--- src/rtl/riscv_pkg.sv ---
`default_nettype none
// ============================================================================
// Module      : riscv_pkg
// Description : Shared types and helpers for the pipeline hazard controller:
//               controller states, the bundled stall/flush controls and the
//               load-use detection function.
// Revision    : 1.0 - initial release
// ============================================================================
package riscv_pkg;

    // Controller states; explicit 2-bit encoding
    typedef enum logic [1:0] {
        RUN      = 2'd0,
        MC_BUSY  = 2'd1,
        REDIRECT = 2'd2
    } hazard_state_t;

    // Stall/flush pairs for every pipeline register the controller drives
    typedef struct packed {
        logic pc_stall;
        logic if_id_stall;
        logic if_id_flush;
        logic id_ex_stall;
        logic id_ex_flush;
        logic ex_mem_stall;
        logic ex_mem_flush;
    } pipe_ctrl_t;

    // x0 is hard-wired to zero, so a load targeting it never creates a hazard
    localparam logic [4:0] REG_ZERO = 5'd0;

    // A valid load in EX whose destination is read by the ID instruction
    function automatic logic load_use_hit(
        input logic       ex_valid,
        input logic       ex_mem_read,
        input logic [4:0] ex_rd_addr,
        input logic [4:0] id_rs1_addr,
        input logic [4:0] id_rs2_addr,
        input logic       id_uses_rs1,
        input logic       id_uses_rs2
    );
        logic rs1_hit;
        logic rs2_hit;
        rs1_hit = id_uses_rs1 && (id_rs1_addr == ex_rd_addr);
        rs2_hit = id_uses_rs2 && (id_rs2_addr == ex_rd_addr);
        return ex_valid && ex_mem_read && (ex_rd_addr != REG_ZERO) && (rs1_hit || rs2_hit);
    endfunction

endpackage
`default_nettype wire

--- src/rtl/hazard_perf_counters.sv ---
`default_nettype none
// ============================================================================
// Module      : hazard_perf_counters
// Description : Free-running 32-bit wrapping counters of pc stall cycles and
//               ID/EX flush cycles. Cleared asynchronously by reset_n.
// Revision    : 1.0 - initial release
// ============================================================================
module hazard_perf_counters (
    input  logic        clk,
    input  logic        reset_n,
    input  logic        pc_stall,
    input  logic        id_ex_flush,
    output logic [31:0] perf_stall_cnt,
    output logic [31:0] perf_flush_cnt
);

    logic [31:0] stall_cnt_d;
    logic [31:0] stall_cnt_q;
    logic [31:0] flush_cnt_d;
    logic [31:0] flush_cnt_q;

    // Next-count: bump each counter on a cycle where its event is asserted
    always_comb begin
        stall_cnt_d = stall_cnt_q;
        flush_cnt_d = flush_cnt_q;
        if (pc_stall) begin
            stall_cnt_d = stall_cnt_q + 32'd1;
        end
        if (id_ex_flush) begin
            flush_cnt_d = flush_cnt_q + 32'd1;
        end
    end

    // Counter registers; reset holds them at zero, so reset-time flushes are not counted
    always_ff @(posedge clk or negedge reset_n) begin
        if (!reset_n) begin
            stall_cnt_q <= 32'd0;
            flush_cnt_q <= 32'd0;
        end else begin
            stall_cnt_q <= stall_cnt_d;
            flush_cnt_q <= flush_cnt_d;
        end
    end

    assign perf_stall_cnt = stall_cnt_q;
    assign perf_flush_cnt = flush_cnt_q;

endmodule
`default_nettype wire

--- src/rtl/hazard_ctrl.sv ---
`default_nettype none
// ============================================================================
// Module      : hazard_ctrl
// Description : Central pipeline hazard controller. Produces stall/flush
//               controls for pc, IF/ID, ID/EX and EX/MEM from load-use
//               hazards, EX redirects, multi-cycle EX ops and data-memory
//               wait states. Outputs are combinational from registered state
//               and current inputs.
//               Optional macro HAZARD_PERF_EN adds stall/flush perf counters;
//               without it the perf ports are tied to zero.
// Revision    : 1.0 - initial release
// ============================================================================
module hazard_ctrl
    import riscv_pkg::*;
#(
    parameter int REDIRECT_BUBBLES = 1,
    parameter int MC_TIMEOUT       = 64
) (
    input  logic        clk,
    input  logic        reset_n,
    input  logic [4:0]  id_rs1_addr,
    input  logic [4:0]  id_rs2_addr,
    input  logic        id_uses_rs1,
    input  logic        id_uses_rs2,
    input  logic        ex_valid,
    input  logic        ex_mem_read,
    input  logic [4:0]  ex_rd_addr,
    input  logic        ex_redirect,
    input  logic        ex_mc_start,
    input  logic        mc_done,
    input  logic        mem_wait,
    output logic        pc_stall,
    output logic        if_id_stall,
    output logic        if_id_flush,
    output logic        id_ex_stall,
    output logic        id_ex_flush,
    output logic        ex_mem_stall,
    output logic        ex_mem_flush,
    output logic        mc_timeout,
    output logic [31:0] perf_stall_cnt,
    output logic [31:0] perf_flush_cnt
);

    // One shared counter serves both the multi-cycle timeout and the redirect
    // bubble count; it is sized for whichever needs the larger range.
    localparam int CNT_MAX = (MC_TIMEOUT > REDIRECT_BUBBLES) ? MC_TIMEOUT : REDIRECT_BUBBLES;
    localparam int CNT_W   = $clog2(CNT_MAX + 1);

    localparam logic [CNT_W-1:0] MC_LIMIT = CNT_W'(MC_TIMEOUT);
    localparam logic [CNT_W-1:0] RB_LOAD  = CNT_W'(REDIRECT_BUBBLES - 1);
    localparam logic [CNT_W-1:0] CNT_ONE  = CNT_W'(1);
    localparam logic [CNT_W-1:0] CNT_ZERO = '0;

    hazard_state_t    state_d;
    hazard_state_t    state_q;
    logic [CNT_W-1:0] cnt_d;
    logic [CNT_W-1:0] cnt_q;
    pipe_ctrl_t       ctrl;
    logic             timeout_pulse;
    logic             lu_hit;

    assign lu_hit = load_use_hit(ex_valid, ex_mem_read, ex_rd_addr,
                                 id_rs1_addr, id_rs2_addr, id_uses_rs1, id_uses_rs2);

    // Prioritised hazard resolution: next state/counter and this cycle's controls
    always_comb begin
        ctrl          = '0;
        timeout_pulse = 1'b0;
        state_d       = state_q;
        cnt_d         = cnt_q;

        if (mem_wait) begin
            // Whole pipe holds; only a completing multi-cycle op may change state
            ctrl.pc_stall     = 1'b1;
            ctrl.if_id_stall  = 1'b1;
            ctrl.id_ex_stall  = 1'b1;
            ctrl.ex_mem_stall = 1'b1;
            if ((state_q == MC_BUSY) && mc_done) begin
                state_d = RUN;
                cnt_d   = CNT_ZERO;
            end
        end else if (state_q == MC_BUSY) begin
            if (mc_done) begin
                // Result ready: everything advances this cycle
                state_d = RUN;
                cnt_d   = CNT_ZERO;
            end else if (cnt_q >= MC_LIMIT) begin
                // Abort: squash the op in EX while still holding the front end
                ctrl.pc_stall     = 1'b1;
                ctrl.if_id_stall  = 1'b1;
                ctrl.id_ex_flush  = 1'b1;
                ctrl.ex_mem_flush = 1'b1;
                timeout_pulse     = 1'b1;
                state_d           = RUN;
                cnt_d             = CNT_ZERO;
            end else begin
                ctrl.pc_stall     = 1'b1;
                ctrl.if_id_stall  = 1'b1;
                ctrl.id_ex_stall  = 1'b1;
                ctrl.ex_mem_flush = 1'b1;
                cnt_d             = cnt_q + CNT_ONE;
            end
        end else if (ex_redirect) begin
            // pc takes the target; the two younger instructions are wrong-path
            ctrl.if_id_flush = 1'b1;
            ctrl.id_ex_flush = 1'b1;
            if (REDIRECT_BUBBLES > 1) begin
                state_d = REDIRECT;
                cnt_d   = RB_LOAD;
            end else begin
                state_d = RUN;
                cnt_d   = CNT_ZERO;
            end
        end else if (state_q == REDIRECT) begin
            // Keep bubbling IF/ID while fetch latency drains; load-use ignored
            ctrl.if_id_flush = 1'b1;
            if (cnt_q <= CNT_ONE) begin
                state_d = RUN;
                cnt_d   = CNT_ZERO;
            end else begin
                cnt_d = cnt_q - CNT_ONE;
            end
        end else if (ex_mc_start && !mc_done) begin
            ctrl.pc_stall     = 1'b1;
            ctrl.if_id_stall  = 1'b1;
            ctrl.id_ex_stall  = 1'b1;
            ctrl.ex_mem_flush = 1'b1;
            state_d           = MC_BUSY;
            cnt_d             = CNT_ONE;
        end else if (lu_hit) begin
            // One bubble into EX; the load then leaves EX and the hazard clears
            ctrl.pc_stall    = 1'b1;
            ctrl.if_id_stall = 1'b1;
            ctrl.id_ex_flush = 1'b1;
        end

        if (!reset_n) begin
            ctrl             = '0;
            ctrl.if_id_flush = 1'b1;
            ctrl.id_ex_flush = 1'b1;
            timeout_pulse    = 1'b0;
        end
    end

    // State and counter registers with asynchronous clear
    always_ff @(posedge clk or negedge reset_n) begin
        if (!reset_n) begin
            state_q <= RUN;
            cnt_q   <= CNT_ZERO;
        end else begin
            state_q <= state_d;
            cnt_q   <= cnt_d;
        end
    end

    assign pc_stall     = ctrl.pc_stall;
    assign if_id_stall  = ctrl.if_id_stall;
    assign if_id_flush  = ctrl.if_id_flush;
    assign id_ex_stall  = ctrl.id_ex_stall;
    assign id_ex_flush  = ctrl.id_ex_flush;
    assign ex_mem_stall = ctrl.ex_mem_stall;
    assign ex_mem_flush = ctrl.ex_mem_flush;
    assign mc_timeout   = timeout_pulse;

`ifdef HAZARD_PERF_EN
    hazard_perf_counters u_perf (
        .clk            (clk),
        .reset_n        (reset_n),
        .pc_stall       (ctrl.pc_stall),
        .id_ex_flush    (ctrl.id_ex_flush),
        .perf_stall_cnt (perf_stall_cnt),
        .perf_flush_cnt (perf_flush_cnt)
    );
`else
    assign perf_stall_cnt = 32'd0;
    assign perf_flush_cnt = 32'd0;
`endif

endmodule
`default_nettype wire

--- config.mk ---
export PLATFORM = sky130hd
export DESIGN_NAME = hazard_ctrl
export DESIGN_NICKNAME = d
export VERILOG_FILES = /design/src/rtl/riscv_pkg.sv /design/src/rtl/hazard_perf_counters.sv /design/src/rtl/hazard_ctrl.sv
export SDC_FILE = /design/constraint.sdc
export NUM_CORES = 1
export LEC_CHECK = 0
export BUFFER_PORTS_ARGS = -buffer_cell sky130_fd_sc_hd__buf_4
export CAP_MARGIN = 10
export CORE_MARGIN = 8
export CORE_UTILIZATION = 39
export DETAILED_ROUTE_END_ITERATION = 16
export PLACE_DENSITY = 0.8
export RECOVER_POWER = 25
export SETUP_SLACK_MARGIN = 0.02
export SLEW_MARGIN = 10
export SYNTH_ARGS = -nofsm -noshare
export SYNTH_HDL_FRONTEND = slang
export SYNTH_HIERARCHICAL = 1
export SYNTH_SLANG_ARGS = --single-unit
--- constraint.sdc ---
create_clock -name clk -period 1.7 [get_ports clk]
set_input_delay 0.085 -clock clk [delete_from_list [all_inputs] [get_ports clk]]
set_output_delay 0.085 -clock clk [all_outputs]
set_load 0.1 [all_outputs]
==> impl_results.md, run 1 <==
- Wirelength per Cell: 12.3 um
- DR pass1 iterations: 4
- Period utilisation layout: 0.959
- Peak supply drop: 0.444 mV
- Placeable Area: 2980 um^2
- Vias in the first global route: 924
- Crit end category: output port
- Yosys cell types: 38
- Req. time, crit path: 1.62 ns
- Clock Path Buffers: 2
- Synth Instances: 154
- Slew margin rel.: 0.652
- Leak pwr: 0.692 nW
- Routed wire length: 2740 um
- Max-Cap Viols: 0
- Final Skew: 0.00242 ns
- First-pass GRT wire length: 4130 um
- Worst Tran Pin Value: 0.519 ns
- GPL Wtd Cong: 0.847
- Sequential fraction of the synthesis area: 0.167
- Num rows: 20
- Layout cells sized above 1: 0.243
- Setup TNS Final: 0 ns
- # DRC: 0
- Post-placement cell count: 216
- Layout area overhead: 10.6%
- Via count: 935
- Worst path arrival time: 1.55 ns
- Final nets: 218
- Total grt overflow: 0
- Htree depth: 1
- HPWL Detailed: 2350 um
- Startpoint Class: flip-flop
- Worst setup path class: flip-flop to output port
- Non-Filler Instances: 222
- Unrepaired setup endpoints after global routing: true
- R2R setup slack: 0.17 ns
- Final ANT Viol Nets: 0
- Die ar.: 5100 um^2
- Num CTS Buffers: 3
- Clk pin slew, worst setup/hold paths: 0.05 ns
- Synth warn: 6
- Most frequent cells in the layout: 64 x conb_1, 32 x buf_4, 8 x xor2_1
- PwrDens: 952 nW/um^2
- Initial antenna violation count: 0
- Peak fanout along the critical path: 6
- Peak Freq: 613 MHz
- Largest net degree at the start of global routing: 16
- Reg2Reg Depth: 5
- Hold Vio Cnt, Final: 0
- Via/cell ratio: 4.21
- Hold Crit Depth: 3
- Status: finished, final reports clean
- Final Max Slew Viols: 0
- Most common cell after layout, fill and taps aside: conb_1
- Initial Utilization: 0.403
- Worst Hold Class: primary input to flip-flop
- TritonCTS clock tree: yes
- Worst-Skew Late Latency: 0.25 ns
- Root Buffer: clkbuf_4
- IO buf count: 32
- Top Ports: 97
- Setup violations, final: 0
- Die Wd: 71.4 um
- Synthesized area per cell: 7.78 um^2
- Die height: 71.4 um
- DRT iter0 DRCs: 34
- Mapped Area: 1200 um^2
- Antenna diode count: 0
- Min Tclk post-route: 1.63 ns
- Total GRT Usage: 0.0967
- Flops & latches, synth: 8
- Clk sink count: 8
through the flow:
step	utilization	hold WS (ns)	setup WS, ns	power (mW)	instance area [um^2]
6_report	0.445	0.146	0.0699	1.26	1330
5_1_grt	0.445	0.165	-0.0478	1.31	1330
3_3_place_gp	0.421	-0.0553	0.227	1.09	1250
3_5_place_dp	0.421	-0.0529	0.171	1.10	1250
4_1_cts	0.443	0.141	0.0602	1.26	1320
2_1_floorplan	-	-0.211	-0.674	1.13	1490
flip-flops by register name, summed over array words and instances, names as in the netlist:
signal,count
state_q,1
cnt_q,7
cells in the mapped netlist:
| cell type | count | area share |
|---|---|---|
| buf_4 | 65 | 0.41 |
| nor2_1 | 10 | 0.031 |
| dfrtp_1 | 8 | 0.17 |
| xor2_1 | 8 | 0.058 |
| a21oi_1 | 6 | 0.025 |
| inv_1 | 6 | 0.019 |
| nand2_1 | 5 | 0.016 |
| nand3_1 | 5 | 0.021 |
| o21ai_0 | 4 | 0.017 |
| and2_1 | 2 | 0.010 |
| ha_1 | 2 | 0.021 |
| mux2i_1 | 2 | 0.017 |
| nand2b_1 | 2 | 0.010 |
| nor4_1 | 2 | 0.010 |
| o211ai_1 | 2 | 0.013 |
| o21ai_1 | 2 | 0.0084 |
| xnor2_1 | 2 | 0.015 |
| a221oi_1 | 1 | 0.0073 |
| a22o_1 | 1 | 0.0073 |
| a22oi_1 | 1 | 0.0063 |
| a31oi_1 | 1 | 0.0052 |
| a32o_1 | 1 | 0.0084 |
| a32oi_1 | 1 | 0.0073 |
| and2_0 | 1 | 0.0052 |
| and2b_1 | 1 | 0.0063 |
| and3_1 | 1 | 0.0052 |
| buf_2 | 1 | 0.0042 |
| buf_6 | 1 | 0.0094 |
| conb_1 | 1 | 0.0031 |
| nand4_1 | 1 | 0.0052 |
| nor2b_1 | 1 | 0.0052 |
| nor3_1 | 1 | 0.0042 |
| o21a_1 | 1 | 0.0063 |
| o2bb2ai_1 | 1 | 0.0073 |
| o311a_1 | 1 | 0.0084 |
| o31ai_1 | 1 | 0.0063 |
| or3_1 | 1 | 0.0052 |
| or4b_4 | 1 | 0.011 |
report_power, final:
group	total, mW	internal [mW]	leakage (nW)	switching, mW
Clock	0.145	0.0807	0.0138	0.0639
Sequential	0.212	0.199	0.109	0.0131
Combinational	0.907	0.114	0.569	0.792
final cells by class:
class | instances | area, um^2
Multi-Input combinational cell | 136 | 746
Tap cell | 33 | 41.3
Inverter | 6 | 22.5
Sequential cell | 8 | 201
Clock buffer | 3 | 22.5
Fill cell | 314 | 1650
Timing Repair Buffer | 36 | 293
repair_timing:
| action | CTS | global route |
|---|---|---|
| hold endpoints to repair | 8 | 0 |
| hold buffers | 1 | 0 |
| pin swaps | 0 | 4 |
| resized for setup | 2 | 4 |
| buffers inserted | 2 | 0 |
| setup endpoints to repair | 3 | 4 |
cell families after synthesis:
| group | count (synthesis) | synth area share |
|---|---|---|
| AOI/OAI and AO/OA | 24 | 0.133 |
| DFF | 8 | 0.167 |
| adders and majority gates | 2 | 0.0209 |
| muxes | 2 | 0.0167 |
| xor gates and xnor gates | 10 | 0.0731 |
| buffers and inverters | 73 | 0.439 |
| other | 1 | 0.00313 |
| and+or+nand+nor | 34 | 0.147 |
critical path: stages, from the launching register on:
cell      delay, ns
dfrtp_2        0.44
nor2_2         0.05
a221oi_2       0.26
nand2_1        0.08
o211ai_1       0.20
buf_6          0.26
path summary, 6_finish.rpt:
path,from,to
worst min register to register,cnt_q[5],cnt_q[5]
worst max register to register,cnt_q[6],cnt_q[5]
worst max-delay path,state_q[0],id_ex_flush
max in group asynchronous,reset_n,state_q[0]
min in group asynchronous,reset_n,cnt_q[2]
worst min-delay path,ex_mc_start,state_q[0]
metal layers:
layer | GRT usage | wire length [um] | share of wire | vias to the layer above
li1 | - | - | - | 459
met1 | 0.0924 | 1030 | 0.38 | 421
met2 | 0.182 | 1340 | 0.49 | 53
met3 | 0.0446 | 347 | 0.13 | 2
met4 | 0.0231 | 11 | 0.0040 | 0
met5 | 0 | 0 | 0 | -
(Power assumes the default switching activity.)
==> run 2, diff against run 1 <==
CAP_MARGIN = 0   (was 10)
PLACE_DENSITY = 0.81   (was 0.8)
==> run 2 against run 1 <==
Compared with the run above:
- clock power is essentially flat
- worst hold slack lost 0.031 ns
- die area stayed put
- final cell count is 0.45% higher
- combinational power down 0.6%
- fmax is 1.9% higher
- worst setup slack better by 0.030 ns
- first-iteration DRC count is 50% higher
- via count is 0.86% higher
- global-route usage is 0.69 points higher
- design area fell by 0.38%
- critical endpoint unchanged
==> impl_results.md, run 2 (synthesis results as in run 1) <==
- Pre-CTS setup slack: 0.148 ns (-0.0223 ns)
- Reg2Reg Depth: 5 (unchanged)
- Worst path arrival time: 1.51 ns (-0.04 ns)
- Wirelength per Cell: 12.4 um (+0.90%)
- Max-Cap Viols: 0 (unchanged)
- Reg2reg start: cnt_q[6]
- Post-placement cell count: 216 (unchanged)
- Clk sink count: 8 (unchanged)
- Sink of the worst hold path: state_q[0]
- Num rows: 20 (unchanged)
- Period utilisation layout: 0.941 (-0.0178)
- Clk pin slew, worst setup/hold paths: 0.05 ns (about the same)
- Met2 usage: 0.186 (+0.00408)
- Layout area overhead: 10.2%
- Die height: 71.4 um (unchanged)
- Top Ports: 97 (unchanged)
- DR pass1 iterations: 4 (unchanged)
- Setup TNS Final: 0 ns (unchanged)
- Peak supply drop: 0.500 mV (+13%)
- Initial Utilization: 0.403 (unchanged)
- GPL Wtd Cong: 0.849 (+0.20%)
- Routed wire length: 2770 um (+1.4%)
- Final Max Slew Viols: 0 (unchanged)
- IO buf count: 32 (unchanged)
- Peak fanout along the critical path: 7 (+1)
- Peak Freq: 625 MHz (+1.9%)
- Worst-Skew Late Latency: 0.25 ns (about the same)
- Critical-path cell list: a221oi_2 > nand2_1 > o211ai_1 > buf_6
- Total grt overflow: 0 (unchanged)
- Total GRT Usage: 0.104 (+0.00692)
- Design Power: 1.26 mW (-0.38%)
- Die ar.: 5100 um^2 (unchanged)
- Num CTS Buffers: 3 (unchanged)
- # DRC: 0 (unchanged)
- Min Tclk post-route: 1.60 ns (-0.0303 ns)
- Via/cell ratio: 4.23 (+0.40%)
- Non-Filler Instances: 223 (+0.45%)
- DRT iter0 DRCs: 51 (+50%)
- First-pass GRT wire length: 4500 um (+9.0%)
- GRT busiest layer: met2
- Unrepaired setup endpoints after global routing: true
- Layout cells sized above 1: 0.247 (+0.00398)
- Post-layout util: 0.444 (-0.00168)
- Hold Crit Depth: 3 (unchanged)
- Min-delay src: ex_mc_start
- Worst Hold Class: primary input to flip-flop
- R2R setup slack: 0.18 ns (about the same)
- Status: finished, final reports clean
- Final Skew: 0.00206 ns (-0.000363 ns)
- Leak pwr: 0.694 nW (+0.30%)
- Met1 Usage GRT: 0.112 (+0.0193)
- PwrDens: 952 nW/um^2 (about the same)
- Hold Vio Cnt, Final: 0 (unchanged)
- CP max stage cell: dfrtp_2
- Largest net degree at the start of global routing: 16 (unchanged)
- Htree depth: 1 (unchanged)
- RR Endpoint: cnt_q[5]
- Max reg flops: 7 (unchanged)
- Fillers: 307 (-2.2%)
- Startpoint Class: flip-flop
- M3 GR Usage: 0.0488 (+0.00418)
- Final nets: 219 (+0.46%)
- CP peak stage delay: 0.45 ns (about the same)
- Setup violations, final: 0 (unchanged)
- Area of the multi-input gates: 746 um^2 (unchanged)
- HPWL Detailed: 2380 um (+1.3%)
- Most flop-heavy register: cnt_q
- Initial antenna violation count: 0 (unchanged)
- TritonCTS clock tree: yes
- Most frequent cells in the layout: 64 x conb_1, 34 x buf_4, 8 x xor2_1
- Req. time, crit path: 1.62 ns (about the same)
- Biggest registers after layout: cnt_q x7, state_q x1
- Setup ws final: 0.100 ns (+0.0303 ns)
- Worst setup path class: flip-flop to output port
- Clock Path Buffers: 2 (unchanged)
- Final ANT Viol Nets: 0 (unchanged)
- Die Wd: 71.4 um (unchanged)
- Vias in the first global route: 970 (+5.0%)
- Most common cell after layout, fill and taps aside: conb_1
- Via count: 943 (+0.86%)
- FF/Latch Area: 201 um^2 (unchanged)
- Root Buffer: clkbuf_4
- Placeable Area: 2980 um^2 (unchanged)
- Antenna diode count: 0 (unchanged)
- Crit end category: output port
==> run 2: area by class of cell <==
type | instances | area share
inverters | 6 | 0.0170
repair buffers | 37 | 0.218
multi-input cells | 136 | 0.564
clock buffers | 3 | 0.0170
well taps | 33 | 0.0312
flip-flops and latches | 8 | 0.152
==> run 2: worst max-delay path, delay by kind of cell (launching register included) <==
kind,cells,cell delay (ns)
flip-flops,1,0.45
buffers and inverters,1,0.25
AND/OR/NAND/NOR,1,0.09
AO/OA/AOI/OAI,2,0.47
==> run 2: worst max-delay path by stage <==
stage	startpoint	end	slack, ns	cells after the start
5_1_grt	cnt_q[6]	id_ex_flush	0.02	5
6_report	state_q[0]	id_ex_flush	0.10	4
3_5_place_dp	state_q[0]	if_id_stall	0.15	4
2_1_floorplan	state_q[0]	id_ex_flush	-0.67	4
4_1_cts	state_q[0]	id_ex_flush	0.07	5
3_3_place_gp	state_q[0]	if_id_stall	0.16	4
==> run 2: repair_timing <==
action | CTS | global route
gates resized for setup | 3 | 2
buffers inserted | 3 | 0
hold endpoints to repair | 8 | 0
hold buffers | 1 | 0
pin swaps | 0 | 4
setup endpoints to repair | 3 | 2
==> run 2: per-stage QoR <==
| stage | hold slack [ns] | area, um^2 |
|---|---|---|
| 2_1_floorplan | -0.211 | 1490 |
| 3_3_place_gp | -0.0528 | 1250 |
| 3_5_place_dp | -0.0512 | 1250 |
| 4_1_cts | 0.118 | 1320 |
| 5_1_grt | 0.150 | 1320 |
| 6_report | 0.116 | 1320 |
==> run 2: layer usage <==
| layer | share of wire | vias up |
|---|---|---|
| met1 | 0.38 | 426 |
| met2 | 0.49 | 58 |
| met5 | 0 | - |
| met4 | 0.0022 | 0 |
| met3 | 0.13 | 2 |
| li1 | - | 457 |
==> run 2: power by group <==
group	internal (mW)	switching, mW	total [mW]
logic	0.111	0.792	0.902
clock network	0.0807	0.0641	0.145
registers	0.199	0.0123	0.211
